[config.mk]
export PLATFORM = sky130hd
export DESIGN_NAME = hyper_rx_pack
export DESIGN_NICKNAME = d
export VERILOG_FILES = /design/src/rtl/hyper_rx_pack.sv
export SDC_FILE = /design/constraint.sdc
export NUM_CORES = 1
export LEC_CHECK = 0
export BUFFER_PORTS_ARGS = -buffer_cell sky130_fd_sc_hd__buf_2
export CAP_MARGIN = 20
export CORE_MARGIN = 2
export CORE_UTILIZATION = 55
export DETAILED_ROUTE_END_ITERATION = 10
export PLACE_DENSITY = 0.81
export RECOVER_POWER = 25
export SLEW_MARGIN = 10
export SYNTH_ARGS = -nofsm -noshare
export SYNTH_HDL_FRONTEND = slang
export SYNTH_SLANG_ARGS = --single-unit
export TNS_END_PERCENT = 5
[constraint.sdc]
create_clock -name clk_i -period 3.75 [get_ports clk_i]
set_clock_uncertainty 0.2 [all_clocks]
set_input_delay 0.1875 -clock clk_i [delete_from_list [all_inputs] [get_ports clk_i]]
set_output_delay 0.1875 -clock clk_i [all_outputs]
set_load 0.02 [all_outputs]
[src/rtl/hyper_rx_pack.sv]
// hyper_rx_pack: packs 16-bit captured DDR halfwords into 32-bit read words.
// Each command carries a halfword count and a start alignment. Halfwords are
// consumed over a valid/ready handshake and packed little-endian: the earlier
// halfword lands in [15:0]. Each packed word carries byte strobes and a last flag.
//
// state | meaning
// ------+---------------------------------------------------------------
// IDLE  | waiting for a command; zero-length commands are accepted and dropped
// RUN   | consuming halfwords until the remaining count is exhausted
module hyper_rx_pack #(
  parameter int LEN_W = 16
) (
  input  logic             clk_i,
  input  logic             rst_ni,
  input  logic             cmd_valid_i,
  output logic             cmd_ready_o,
  input  logic [LEN_W-1:0] cmd_len_i,
  input  logic             cmd_start_odd_i,
  input  logic             rx_valid_i,
  output logic             rx_ready_o,
  input  logic [15:0]      rx_data_i,
  output logic             valid_o,
  input  logic             ready_i,
  output logic [31:0]      data_o,
  output logic [3:0]       strb_o,
  output logic             last_o
);

  localparam logic [0:0] ST_IDLE = 1'b0;
  localparam logic [0:0] ST_RUN  = 1'b1;

  logic [0:0]       state_q;
  logic [LEN_W-1:0] remaining_q;
  logic             half_sel_q;
  logic [15:0]      low_q;
  logic             low_valid_q;

  logic             valid_q;
  logic [31:0]      data_q;
  logic [3:0]       strb_q;
  logic             last_q;

  logic             cmd_fire;
  logic             rx_fire;
  logic             rem_one;
  logic             emit;
  logic [31:0]      emit_data;
  logic [3:0]       emit_strb;

  // A halfword is only taken when the output register is free or draining now,
  // so an emitted word can never be overwritten before it is accepted.
  assign cmd_ready_o = (state_q == ST_IDLE);
  assign rx_ready_o  = (state_q == ST_RUN) && (!valid_q || ready_i);
  assign cmd_fire    = cmd_valid_i && cmd_ready_o;
  assign rx_fire     = rx_valid_i && rx_ready_o;
  assign rem_one     = (remaining_q == LEN_W'(1));
  assign emit        = rx_fire && (half_sel_q || rem_one);

  assign valid_o = valid_q;
  assign data_o  = data_q;
  assign strb_o  = strb_q;
  assign last_o  = last_q;

  // Word being completed by the current beat: upper-half beat closes a word,
  // a lower-half beat only emits when it is the final halfword.
  always_comb begin
    emit_data = 32'h0;
    emit_strb = 4'b0000;
    if (half_sel_q) begin
      emit_data = {rx_data_i, (low_valid_q ? low_q : 16'h0)};
      emit_strb = low_valid_q ? 4'b1111 : 4'b1100;
    end else begin
      emit_data = {16'h0, rx_data_i};
      emit_strb = 4'b0011;
    end
  end

  // Command sequencing, remaining down-counter and lower-half holding register.
  always_ff @(posedge clk_i or negedge rst_ni) begin
    if (!rst_ni) begin
      state_q     <= ST_IDLE;
      remaining_q <= '0;
      half_sel_q  <= 1'b0;
      low_q       <= 16'h0;
      low_valid_q <= 1'b0;
    end else begin
      case (state_q)
        ST_IDLE: begin
          if (cmd_fire && (cmd_len_i != '0)) begin
            remaining_q <= cmd_len_i;
            half_sel_q  <= cmd_start_odd_i;
            low_valid_q <= 1'b0;
            state_q     <= ST_RUN;
          end
        end
        ST_RUN: begin
          if (rx_fire) begin
            remaining_q <= remaining_q - LEN_W'(1);
            if (half_sel_q) begin
              half_sel_q  <= 1'b0;
              low_valid_q <= 1'b0;
              if (rem_one) begin
                state_q <= ST_IDLE;
              end
            end else if (rem_one) begin
              state_q <= ST_IDLE;
            end else begin
              low_q       <= rx_data_i;
              low_valid_q <= 1'b1;
              half_sel_q  <= 1'b1;
            end
          end
        end
        default: begin
          state_q <= ST_IDLE;
        end
      endcase
    end
  end

  // Output register: loads on emit, holds while stalled, clears on handshake.
  always_ff @(posedge clk_i or negedge rst_ni) begin
    if (!rst_ni) begin
      valid_q <= 1'b0;
      data_q  <= 32'h0;
      strb_q  <= 4'b0000;
      last_q  <= 1'b0;
    end else if (emit) begin
      valid_q <= 1'b1;
      data_q  <= emit_data;
      strb_q  <= emit_strb;
      last_q  <= rem_one;
    end else if (valid_q && ready_i) begin
      valid_q <= 1'b0;
    end
  end

endmodule

[After elaboration in Yosys (flattened, before gate mapping)]
Index checks and enable logic that the tools add are counted.
Widths: inputs -> output; s select.
Word-level totals
  register bits after elaboration: 73
  input port bits: 38
Cells by class
  eq/ne operators: 4
  reductions and logical operators: 14
  mux-type cells: 22
  bitwise logic cells: 3
  $add $sub $neg: 1
Operators with widths (count)
  $mux 16: 3
  $mux 32: 1
  $pmux 16 s2: 1
  $eq 16x1->1 const B: 1
  $reduce_bool 16->1: 1
  $sub 16x1->16 const B: 1
  $mux 1: 12
  $logic_and 1x1->1: 6
  $pmux 1 s2: 3
  $mux 4: 1
  $ne 2x1->1 const B: 2
  $reduce_and 4->1: 1
  $ne 3x3->1 const B: 1
  $not 1->1: 3
  $reduce_and 3->1: 1
  $logic_or 1x1->1: 2
  $mux 2: 1
  $reduce_and 2->1: 1
  $reduce_bool 2->1: 1
  $logic_not 1->1: 1

[Longest topological paths before layout]
  depth after elaboration: 6
  mapped depth: 8
  gate-level depth less buffers: 6

[Worst setup path after synthesis]
No wires, ideal clock.
  kind: register to register
  start point: register remaining_q[0]
  end point: register low_q[10]
  buffers on the path: 2
  setup slack: 1476 ps
  stages on the path, launching flop included: 8
  period minus slack after synthesis: 2274 ps
  required time: 3425 ps
  arrival: 1949 ps
  cell sequence: dfrtp_1 ha_1 nor3b_1 and4_1 buf_4 nor3_2 buf_4 mux2_2
On the way
  longest elaborated chain between the ends: 3
Ends and longest elaborated chain
  from (decl): line 33  | logic [LEN_W-1:0] remaining_q;
  from (signal assigned): line 90  | remaining_q <= cmd_len_i;
  from (signal assigned): line 98  | remaining_q <= remaining_q - LEN_W'(1);
  $eq 16x1->1: line 56  | assign rem_one = (remaining_q == LEN_W'(1));
  $not 1->1 (no source line)
  $reduce_and 4->1 (no source line)
  to (signal assigned): line 108  | low_q <= rx_data_i;
  to (decl): line 35  | logic [15:0] low_q;
Every way passes these cells.
A chain may end at the register's enable or synchronous reset.

==> run summary <==
Setup slack after placement: 1.16 ns. For this design the top-level I/O count stands at 78. The hold-critical path endpoint is remaining_q[5].

The total congestion overflow came out at 0. Area of the die: 7020 sq um. The synthesized netlist contains 54 unique library cells.

The clock-pin slew on the worst setup and hold paths is 0.08 ns. Counting flops and latches in the post-synthesis netlist gives 71. The number of buffer and inverter stages on the critical path is 3. The Yosys step of the flow raised 0 warnings.

The insertion delay of the later-clocked pin in the worst-skew pair is 0.35 ns. The first global-routing pass estimated 13.8 mm of wire. Setup violations remaining at the end of the flow were counted as 0. The depth of the worst register-to-register path was 6; the initial antenna violation count was 0. The leakage power summed over all cells is 0.00190 uW, and the share of async-settable or async-resettable flops after synthesis is 100%. The logs give 2974 for the via count of the first global-routing pass and 451 for the count of nets after finishing. Setup slack closes at 1.10 ns. The finished cells cover 4280 sq um. The tightest min-delay check is of the input port to register type. Once placement completed, the tool counted placed cells totaling 455. The category of the critical setup timing path is input port to async pin.

The longest clock path from root to sink contains 2 buffers. For the H-tree depth reported by CTS, the log shows 3. For this block, the routed nets add up to 8.25 mm of wire. Number of DRC violations after detailed-routing iteration 0: 191. The root buffer cell chosen for the clock tree is clkbuf_8.

Measured against its own limit, the worst slew margin works out to -51.9%. The die is 83.8 microns wide. The mapped netlist covers 3500 sq um. The share of the Yosys chip area taken by registers is 50.8%.

The run gives 2.95 ns as the worst path arrival time. The maximum vdd ir drop came out at 0.435 mV. In this run the most critical hold path is launched from cmd_len_i[5]. Synthesis produced 318 cells. The detail route stage leaves a number of antenna-violating nets equal to 0. In this run the critical register-to-register path is launched from remaining_q[1].

Of all cell types, the one taking the most synthesized area is dfrtp_1. For the pin with the worst max-slew slack, the measured transition is 2.28 ns. Summing all placed instances gives a cell area of 3900 sq um.

The tools report the highest achievable clock rate as 0.377 GHz. The average wire per cell in the routed design is 16.7 microns, and the final clock period utilization by the worst path is 70.7%. The run gives 4 as the first-pass detailed-route iteration total. The count of max-cap constraint violations was 1; the number of instances on the worst hold path was 3.

Port buffering added 77 buffers. The clock drives 71 sinks. Ranked by total cell area, the synthesized netlist is headed by dfrtp_1 (51%), mux2_2 (9.3%), a22o_1 (4.0%), o21ai_0 (3.1%), nand2_1 (2.7%). The kind of cell with the highest combined delay along the critical path is buffers and inverters. Via count normalized by instance count: 5.94. Setup repair after global routing left no endpoint under its margin. Count of final hold-check violations: 0. The count of instances resized after the clock tree is built was 0. The run finished, with violations left. The tools report the detailed-route DRC error count as 0.

The critical path goes through dlygate4sd3_1, clkbuf_1, buf_4. Counting flops with a built-in enable in the synthesized netlist gives 0. The worst path required time came out at 4.05 ns. The final reports fail on max-capacitance violations, max-slew violations. The slowest stage of the critical path is the clkbuf_1 cell. For the worst reg-to-reg setup slack, the log shows 1.11 ns. The number of buffers created by CTS was 9; the mean area per synthesized cell was 11.0 sq um. In the final layout, the share of cells above drive strength 1 is 23.8%. Tracing the worst setup path back leads to its startpoint at rst_ni. The area growth from synthesis to layout is 22.3%. In this run the power density over the cells is 758 nW/um^2. The maximum net fanout on the critical path is 43, and the clock period minus final worst setup slack is 2.65 ns. STA classifies the critical path startpoint as an input port.

STA classifies the critical path endpoint as an async pin. Of the post-synthesis cell area, the dominant cell type holds 50.8%. Row generation in the floorplan step produced 29 rows. Summed over all failing endpoints, the final setup total negative slack is 0 ns.

For the maximum number of pins on one net before global-route repair, the log shows 44. Number of max-slew violations in the final report: 44. The number of antenna diodes in the final layout is 0. The detailed-route via count is 2928. The logs give 5.34 mm for the HPWL after detailed placement and 0.863 for the routability congestion estimate. For the initial cell density of the core, the log shows 56.1%.

The delay of the slowest critical-path stage works out to 1.62 ns. The core area is 6240 sq um. The tools report the post-CTS setup buffer count as 0. In this run the vertical extent of the chip is 83.8 microns. In this run the critical register-to-register path is captured at data_o[5]. Synthesis produced a netlist with a net count of 358.

In the synthesized netlist the dominant register cell turns out to be dfrtp_1. TritonCTS built the clock tree. In the global route stage, overall resource usage came out at 24.5%. After the flow finishes, the layout carries non-filler instances totaling 493.
[stage by stage]
step / hold WS (ns) / utilization (%) / total power, uW
after floorplan: -0.308 / - / 2250
after global placement: 0.180 / 62.6 / 2600
after detailed placement: 0.191 / 62.6 / 2650
after CTS: 0.00405 / 69.3 / 3300
after global routing: 0.00927 / 68.6 / 3440
final: 0.0112 / 68.6 / 3240
[kinds of logic after synthesis]
logic type | count (synthesis) | synth area share (%)
fa+ha+maj | 2 | 0.715
buf+inv | 44 | 5.54
flops | 71 | 50.8
simple gates | 82 | 13.3
compound gates | 83 | 18.1
mux | 36 | 11.6
[where the power goes]
group          internal [uW]  switching, uW  total, uW
clock                    315            314        629
sequential              1110            295       1400
combinational            524            689       1210
[tightest hold or removal path: stages]
cell	delay, ns
buf_2	0.11
o32ai_1	0.11
a22oi_1	0.10
[synth_stat cells (2+ instances only)]
master,count
nor3_1,6
nor2_1,14
a22o_1,16
clkbuf_1,10
mux2i_1,2
buf_4,4
a21oi_1,2
dfrtp_1,71
buf_2,5
and2_1,3
a41oi_1,2
o22a_1,7
a31oi_1,7
a21o_1,2
nand2_1,25
a22oi_1,5
a211oi_1,2
inv_1,23
mux2_2,29
a2bb2oi_1,7
or4_4,2
or4_1,3
nand3_1,5
o21ai_0,22
o22ai_1,3
nand2b_1,2
mux2_1,4
nor3b_1,2
nand4_1,7
ha_1,2
[cells in the final DEF, fill, tap and decap left out, types with 2 or more instances in the layout]
cell type	netlist	routed
dfrtp_1	71	71
clkbuf_1	10	39
buf_2	5	38
mux2_2	29	29
nand2_1	25	25
inv_1	23	23
o21ai_0	22	22
dlygate4sd3_1	0	22
a22o_1	16	16
nor2_1	14	14
clkbuf_8	0	9
a2bb2oi_1	7	7
a31oi_1	7	7
o22a_1	7	7
nand4_1	7	7
nor3_1	6	6
nand3_1	5	5
a22oi_1	5	5
mux2_1	4	4
buf_4	4	4
and2_1	3	3
or4_1	3	3
o22ai_1	3	3
nand2b_1	2	2
nor3b_1	2	2
or4_4	2	2
a21o_1	2	2
mux2i_1	2	2
a211oi_1	2	2
a41oi_1	2	2
a21oi_1	2	2
ha_1	2	2
clkinv_4	0	2
[worst max-delay path by stage]
stage | end | slack [ns] | depth (start not counted)
floorplan | low_q[10] | 1.48 | 7
global placement | data_o[4] | 1.21 | 6
detailed placement | data_o[0] | 1.16 | 6
CTS | data_o[5] | 1.14 | 6
global route | remaining_q[13] | 0.62 | 3
finish | data_o[30] | 1.10 | 3
[layout make-up]
class / instances / area (sq um)
fillers: 476 / 1960
inverters: 23 / 86.3
clock buffers: 9 / 124
flip-flops and latches: 71 / 1780
well taps: 77 / 96.3
clock inverters: 7 / 80.1
multi-input cells: 203 / 1530
repair buffers: 103 / 587
[sequential cells by signal (all words and copies together), names as in the netlist]
name,cells
low_q,16
valid_o,1
half_sel_q,1
low_valid_q,1
state_q,1
data_o,32
strb_o,2
last_o,1
remaining_q,16
[metal layers]
metal / GRT usage [%] / share of wire (%)
met1: 32.6 / 44
met2: 38.4 / 47
met3: 4.85 / 6.2
met4: 12.3 / 2.7
met5: 0 / 0
[timing repair]
action / in CTS / in global routing
endpoints found under the setup margin: 0 / 0
hold endpoints to repair: 79 / 0
hold buffers: 22 / 0
No activity file was read; power rests on OpenSTA's default activity.
